### config.mk
export PLATFORM = sky130hd
export DESIGN_NAME = fetch_queue
export DESIGN_NICKNAME = d
export VERILOG_FILES = /design/src/rtl/fetch_queue.sv
export SDC_FILE = /design/constraint.sdc
export NUM_CORES = 1
export LEC_CHECK = 0
export CAP_MARGIN = 40
export CORE_MARGIN = 8
export CORE_UTILIZATION = 52
export CTS_BUF_LIST = sky130_fd_sc_hd__clkbuf_8
export DETAILED_ROUTE_END_ITERATION = 10
export PLACE_DENSITY = 0.78
export REMOVE_ABC_BUFFERS = 1
export SLEW_MARGIN = 40
export SYNTH_ARGS = -nofsm -noshare
export SYNTH_HDL_FRONTEND = slang
export SYNTH_SLANG_ARGS = --single-unit
### constraint.sdc
create_clock -name clk -period 2.6 [get_ports clk]
set_input_delay 0.26 -clock clk [delete_from_list [all_inputs] [get_ports clk]]
set_output_delay 0.26 -clock clk [all_outputs]
set_load 0.005 [all_outputs]
### src/rtl/fetch_queue.sv
// Instruction fetch stage: credit-limited in-order issue to instruction memory,
// a small response FIFO toward decode, and redirect flush that drops stale responses.
module fetch_queue #(
    parameter int               WIDTH    = 16,
    parameter int               DEPTH    = 4,
    parameter int               PC_INC   = 2,
    parameter logic [WIDTH-1:0] RESET_PC = '0
) (
    input  logic             clk,
    input  logic             rst_n,
    input  logic             redirect_valid,
    input  logic [WIDTH-1:0] redirect_pc,
    output logic             imem_req,
    output logic [WIDTH-1:0] imem_addr,
    input  logic             imem_ready,
    input  logic             imem_rvalid,
    input  logic [WIDTH-1:0] imem_rdata,
    output logic             inst_valid,
    output logic [WIDTH-1:0] inst_data,
    output logic [WIDTH-1:0] inst_pc,
    input  logic             inst_ready
);

    localparam int               AW     = $clog2(DEPTH);
    localparam int               CW     = AW + 1;
    localparam logic [WIDTH-1:0] INC    = WIDTH'(PC_INC);
    localparam logic [CW:0]      CREDIT = (CW+1)'(DEPTH);
    localparam logic [CW-1:0]    ONE_C  = CW'(1);
    localparam logic [AW-1:0]    ONE_P  = AW'(1);

    typedef struct packed {
        logic [WIDTH-1:0] data;
        logic [WIDTH-1:0] pc;
    } entry_t;

    entry_t           mem [DEPTH];
    entry_t           head;
    logic [AW-1:0]    wr_ptr;
    logic [AW-1:0]    rd_ptr;
    logic [CW-1:0]    count;
    logic [CW-1:0]    inflight;
    logic [CW-1:0]    drop_cnt;
    logic [WIDTH-1:0] fetch_pc;
    logic [WIDTH-1:0] resp_pc;
    logic             issue;
    logic             resp;
    logic             drop;
    logic             push;
    logic             pop;

    // Queued words plus outstanding requests may never exceed DEPTH, so every
    // non-dropped response is guaranteed a free slot when it lands.
    assign imem_req  = rst_n && !redirect_valid &&
                       (({1'b0, count} + {1'b0, inflight}) < CREDIT);
    assign imem_addr = fetch_pc;
    assign issue     = imem_req && imem_ready;

    assign resp = imem_rvalid && (inflight != '0);
    assign drop = resp && (drop_cnt != '0);
    assign push = resp && !drop && !redirect_valid;
    assign pop  = inst_valid && inst_ready && !redirect_valid;

    assign inst_valid = (count != '0);
    assign head       = mem[rd_ptr];
    assign inst_data  = inst_valid ? head.data : '0;
    assign inst_pc    = inst_valid ? head.pc   : '0;

    // NOTE: sequential state uses non-blocking assignments so every register
    // samples the pre-edge values regardless of statement order.
    always_ff @(posedge clk or negedge rst_n) begin
        if (!rst_n) begin
            fetch_pc <= RESET_PC;
            resp_pc  <= RESET_PC;
            wr_ptr   <= '0;
            rd_ptr   <= '0;
            count    <= '0;
            inflight <= '0;
            drop_cnt <= '0;
        end else begin
            inflight <= inflight + (issue ? ONE_C : '0) - (resp ? ONE_C : '0);
            if (redirect_valid) begin
                fetch_pc <= redirect_pc;
                resp_pc  <= redirect_pc;
                drop_cnt <= inflight - (resp ? ONE_C : '0);
                wr_ptr   <= '0;
                rd_ptr   <= '0;
                count    <= '0;
            end else begin
                if (issue) fetch_pc <= fetch_pc + INC;
                if (drop) drop_cnt <= drop_cnt - ONE_C;
                if (push) begin
                    resp_pc <= resp_pc + INC;
                    wr_ptr  <= wr_ptr + ONE_P;
                end
                if (pop) rd_ptr <= rd_ptr + ONE_P;
                count <= count + (push ? ONE_C : '0) - (pop ? ONE_C : '0);
            end
        end
    end

    // NOTE: storage is deliberately not reset; an entry is only ever read after
    // a push wrote it, and the outputs are forced to zero while the queue is empty.
    always_ff @(posedge clk) begin
        if (push) mem[wr_ptr] <= '{data: imem_rdata, pc: resp_pc};
    end

endmodule

; Word-level counts from Yosys, hierarchy flattened
; Memories as Yosys holds them, arrays and structs flattened.
; Cells that the tools add are included.
[word_totals]
reg_bits = 45
ramBits = 128
input_bits = 38
out_inout_bits = 50
elab_cells = 57
memories = 1
[op_classes]
add_sub_neg = 11
order_cmp = 1
n_mux = 19
n_reduce_logical = 18
[memory_table]
columns = name, depth, word_bits, rd, rd_ports_with_merged_regs, wr, line
row1 = mem, 4, 32, 1, 0, 1, 36  ; entry_t mem [DEPTH];
[ops]
columns = operator, count
row1 = $mux 16, 6
row2 = $add 16x2->16 const B, 2
row3 = $logic_and 1x1->1, 9
row4 = $mux 3, 3
row5 = $reduce_bool 3->1, 3
row6 = $mux 2, 4
row7 = $reduce_bool 2->1, 4
row8 = $add 3x1->3, 2
row9 = $mux 1, 6
row10 = $sub 3x1->3, 2
row11 = $add 2x1->2 const B, 2
row12 = $add 3x3->4, 1
row13 = $lt 4x3->1 const B, 1
row14 = $sub 3x1->3 const B, 1
row15 = $sub 3x3->3, 1
row16 = $logic_not 1->1, 2

; Longest topological paths before layout
[depth]
ltp_word = 10
ltp_mapped = 14
ltp_nobuf = 13

; Worst setup path after synthesis
; Ideal clock, no wire load.
[synth_timing]
kind = register to register
from = register inflight[2]
to = register inflight[2]
setup_time_ns = 0.125
t_arrival_ns = 2.653
required_time_ns = 2.475
path_slack_ns = -0.179
path_stages_with_launch = 14
n_path_buf = 2
synth_period_minus_slack_ns = 2.779
path_cell_list = dfrtp_1 > ha_1 > nor4b_2 > and4_1 > buf_6 > inv_4 > clkbuf_1 > ha_1 > inv_1 > ha_1 > inv_1 > fa_1 > xnor2_1 > xnor2_1
[synth_via]
elab_chain_cells = 7
word_cells_on_any_way = 10
classes_between = 3 x add/sub / 1 x order compare / 2 x mux / 4 x reduce/logical
[synth_rtl]
columns = element, line
row1 = from (decl), 41  ; logic [CW-1:0] inflight;
row2 = from (signal assigned), 80  ; inflight <= inflight + (issue ? ONE_C : '0) - (resp ? ONE_C : '0);
row3 = $add 3x3->4, 54  ; (({1'b0, count} + {1'b0, inflight}) < CREDIT);
row4 = $lt 4x3->1, 54
row5 = $logic_and 1x1->1, 53  ; assign imem_req = rst_n && !redirect_valid &&
row6 = $logic_and 1x1->1, 56  ; assign issue = imem_req && imem_ready;
row7 = $mux 1, 80
row8 = $add 3x1->3, 80
row9 = $sub 3x3->3 *, 80
; Every way passes the cells marked *; elsewhere a longest branch is shown, timed or not.
; A chain may end at the register's enable or synchronous reset.

; Final worst setup path
[layout_timing]
from = register rd_ptr[0]
to = output inst_pc[8]
[layout_via]
elab_chain_cells = 2
[layout_rtl]
columns = element, line
row1 = from (decl), 39  ; logic [AW-1:0] rd_ptr;
row2 = from (signal assigned), 95  ; if (pop) rd_ptr <= rd_ptr + ONE_P;
row3 = $mem_v2 4x32, --
row4 = $mux 16, 66  ; assign inst_pc = inst_valid ? head.pc : '0;
row5 = to (decl), 20  ; output logic [WIDTH-1:0] inst_pc,
; No other way between the ends.

==> out/qor.tcl <==
set qor(clk_pin_slew_ps) 90
set qor(synthCells) 495
set qor(ff2ff_path_depth) 11
set qor(core_um2) 14300
set qor(synth.yosys.warnings) 0
set qor(timing.critical_path.slowest_stage_cell) {sky130_fd_sc_hd__mux4_2}
set qor(yosys.cell_types.count) 42
set qor(drt_drc_violations_left) 0
set qor(power.static_leakage_uw) 0.00362
set qor(antenna_cells_inserted) 0
set qor(final_core_util) 0.653
set qor(grt_setup_unrepaired) {yes}
set qor(number_of_cell_rows) 44
set qor(place.port_buffers) 87
set qor(total_setup_violations_reported_at_the_end_of_the_flow) 0
set qor(max_cap_violations) 0
set qor(synth_edf_count) 128
set qor(postRouteAntennaNets) 0
set qor(final_period_demand_of_the_worst_path_ps) 2510
set qor(power-per-cell-area_nw_per_um2) 834
set qor(worst-slew-pin-transition_ps) 584
set qor(vias) 4733
set qor(dr.first_iter.drc_count) 478
set qor(cts-root-buf) {sky130_fd_sc_hd__clkbuf_8}
set qor(cts-htree-levels) 4
set qor(initial_core_util) 0.526
set qor(fin_setup_tns_ps) 0
set qor(worst-r2r-setup-slack_ps) 90
set qor(final_nets) 662
set qor(top_layer) {met4}
set qor(timing.hold.ws_ps) 415
set qor(clock_tree_from_tritoncts) {yes}
set qor(via_count_of_the_first_global_routing_pass) 4834
set qor(run_status) {finished clean}
set qor(grt_pass1_wl_um) 25700
set qor(synth-main-ff-cell) {sky130_fd_sc_hd__edfxtp_1}
set qor(die_height_um) 136
set qor(synth_seq_cells) 173
set qor(grt_total_ovfl) 0
set qor(numCtsBuffers) 17
set qor(synth_to_layout_area_growth_pct) 24.1
set qor(clock_insertion_delay_worst_skew_ps) 450
set qor(reg2reg_to) {inflight[2]$_DFF_PN0_}
set qor(worstPathRequired_ps) 2340
set qor(grt_antenna_before_repair) 0
set qor(timing.hold.worst_path_depth) 3
set qor(gp_congestion) 0.925
set qor(first_pass_iters) 5
set qor(synth-async-reset-ratio) 0.260
set qor(timing.setup.critical_path_class) {reg2out}
set qor(grt_start_max_net_pins) 46
set qor(fillCellCount) 1040
set qor(worstHoldEndpoint) {imem_addr[0]$_DFFE_PN0P_}
set qor(critical_path.endpoint_type) {primary output}
set qor(cts.path.max_buffers) 2
set qor(timing.critical_path.cells) {buf_12, mux4_2, and2_4, clkdlybuf4s50_1}
set qor(avgViaCountPerCell) 5.89
set qor(dp_cells) 761
set qor(seq_area_frac_synth) 0.660
set qor(met2_wirelength_um) 7620
set qor(finalHoldViolations) 0
set qor(grt.total_usage) 0.181
set qor(routedWlPerCell_um) 19.9
set qor(io_pins) 88
set qor(clock_skew_ps) 11.7
set qor(routedLengthMet1_um) 7010
set qor(timing.final.crit_share) 0.967
set qor(timing.rr.start) {inflight[2]$_DFF_PN0_}
set qor(multiInputGateArea_um2) 2420
set qor(worst_ep_arrival_ps) 2250
set qor(die_area_um2) 18600
set qor(vdd_ir_drop_max_mv) 0.551
set qor(worst_path_largest_cell_delay_ps) 510
set qor(mappedNetlistArea_um2) 7520
set qor(chipWidth_um) 136
set qor(post_layout_nonfiller_instances) 803
set qor(hp_class) {in2reg}
set qor(post_route_cells_drive_above_1_share) 0.183
set qor(final_max_slew_viol_count) 0
set qor(wl_met3_um) 1060
set qor(synthesis.area_per_instance_um2) 15.2
set qor(hpwlAfterDp_um) 10300
set qor(numClockSinks) 173
set qor(timing.critical_path.fanout_max) 16
set qor(critical_path.startpoint_type) {register}
set qor(fmax_mhz) 398
set qor(route.final.wire_length_um) 16000
set qor(timing.slew.headroom) 0.610
set qor(ff_latch_area_um2) 4970
set qor(hold_path.startpoint) {redirect_pc[0]}
-- worst max-delay path: cells and delay by family, from the launching register on --
kind                   cells  cell delay, ps
buffers and inverters      2             640
muxes                      1             510
DFF                        1             480
and+or+nand+nor            1             170
-- per-layer routing --
metal | vias to the layer above | GRT usage
met5 | - | 0
met4 | 0 | 0.0635
met3 | 27 | 0.0495
met2 | 171 | 0.289
met1 | 2388 | 0.233
li1 | 2147 | -
-- cells in the mapped netlist (all sizes together), types with 9 or more instances --
library cell | number | area share
dfrtp | 45 | 0.15
xnor2 | 10 | 0.012
nand4 | 11 | 0.0091
o311ai | 10 | 0.012
mux4 | 32 | 0.096
clkbuf | 19 | 0.0095
and3 | 11 | 0.0091
ha | 16 | 0.027
o21ai | 12 | 0.0080
edfxtp | 128 | 0.51
a31oi | 9 | 0.0075
inv | 22 | 0.011
and2 | 33 | 0.027
nand2 | 26 | 0.013
nor2 | 19 | 0.0095
nand3 | 14 | 0.0093
-- state kept, by name, indices dropped and copies added (netlist names) --
register   cells
count          3
wr_ptr         2
resp_pc       16
mem          128
rd_ptr         2
imem_addr     16
drop_cnt       3
inflight       3
-- worst max-delay path by stage --
stage / start / end / slack (ps) / cells past startpoint
3_5_place_dp: count[2]$_DFF_PN0_ / inflight[2]$_DFF_PN0_ / -90 / 11
5_1_grt: inflight[2]$_DFF_PN0_ / inflight[2]$_DFF_PN0_ / -20 / 11
2_1_floorplan: inflight[2]$_DFF_PN0_ / inflight[2]$_DFF_PN0_ / -150 / 11
4_1_cts: inflight[2]$_DFF_PN0_ / inflight[2]$_DFF_PN0_ / -20 / 11
6_report: rd_ptr[0]$_DFFE_PN0P_ / inst_pc[8] / 90 / 4
3_3_place_gp: count[2]$_DFF_PN0_ / inflight[2]$_DFF_PN0_ / 60 / 11
-- power breakdown --
part	switching, uW	internal, uW	leakage [uW]
Clock	946	945	0.000188
Combinational	1090	1410	0.00174
Sequential	211	3190	0.00169
-- placed cells by master, fill, tap and decap left out, types with 7 or more instances in the layout --
cell type,synthesis,routed
sky130_fd_sc_hd__edfxtp_1,128,128
sky130_fd_sc_hd__clkdlybuf4s50_1,0,59
sky130_fd_sc_hd__dfrtp_1,45,43
sky130_fd_sc_hd__mux4_2,32,32
sky130_fd_sc_hd__and2_1,33,30
sky130_fd_sc_hd__nand2_1,26,26
sky130_fd_sc_hd__dlymetal6s2s_1,0,22
sky130_fd_sc_hd__inv_1,20,20
sky130_fd_sc_hd__buf_4,0,20
sky130_fd_sc_hd__nor2_1,19,19
sky130_fd_sc_hd__clkbuf_8,0,17
sky130_fd_sc_hd__nand3_1,14,14
sky130_fd_sc_hd__ha_1,16,14
sky130_fd_sc_hd__o21ai_0,12,12
sky130_fd_sc_hd__nand4_1,11,11
sky130_fd_sc_hd__o311ai_0,10,10
sky130_fd_sc_hd__xnor2_1,10,9
sky130_fd_sc_hd__a31oi_1,9,9
sky130_fd_sc_hd__and3_1,11,7
sky130_fd_sc_hd__a21oi_1,7,7
sky130_fd_sc_hd__nor4_1,7,7
-- metrics by stage --
step	worst slack (ps)	area, um^2	total power, uW
2_1_floorplan	-149	7420	4660
4_1_cts	-16.0	9200	7780
6_report	86.5	9340	7790
3_3_place_gp	59.5	8740	5750
5_1_grt	-22.9	9340	8220
3_5_place_dp	-88.7	8740	5830
-- cells by family (layout without fill, tap and decap cells) --
group	count (synthesis)	count (layout)	share of synthesized area
flip-flops	173	173	0.660
AND/OR/NAND/NOR	151	151	0.112
AO/OA/AOI/OAI	57	57	0.0532
buffers and inverters	46	170	0.0249
multiplexers	34	34	0.0984
adder cells (fa/ha/maj)	18	18	0.0319
XOR/XNOR	16	16	0.0186
-- repair_timing --
item | CTS | global route
buffers inserted | 2 | 6
hold endpoints to repair | 45 | 0
pin swaps | 4 | 2
hold buffers | 1 | 0
setup endpoints to repair | 28 | 26
cloned | 1 | 0
gates resized for setup | 9 | 30
-- final cells by class --
cell class / count / share of cell area
sequential: 173 / 0.532
inverter: 22 / 0.00911
clock inverter: 15 / 0.0182
tap: 184 / 0.0246
clock buffer: 17 / 0.0250
timing repair buffer: 116 / 0.132
multi-input combinational: 276 / 0.259
(Power assumes the default switching activity.)
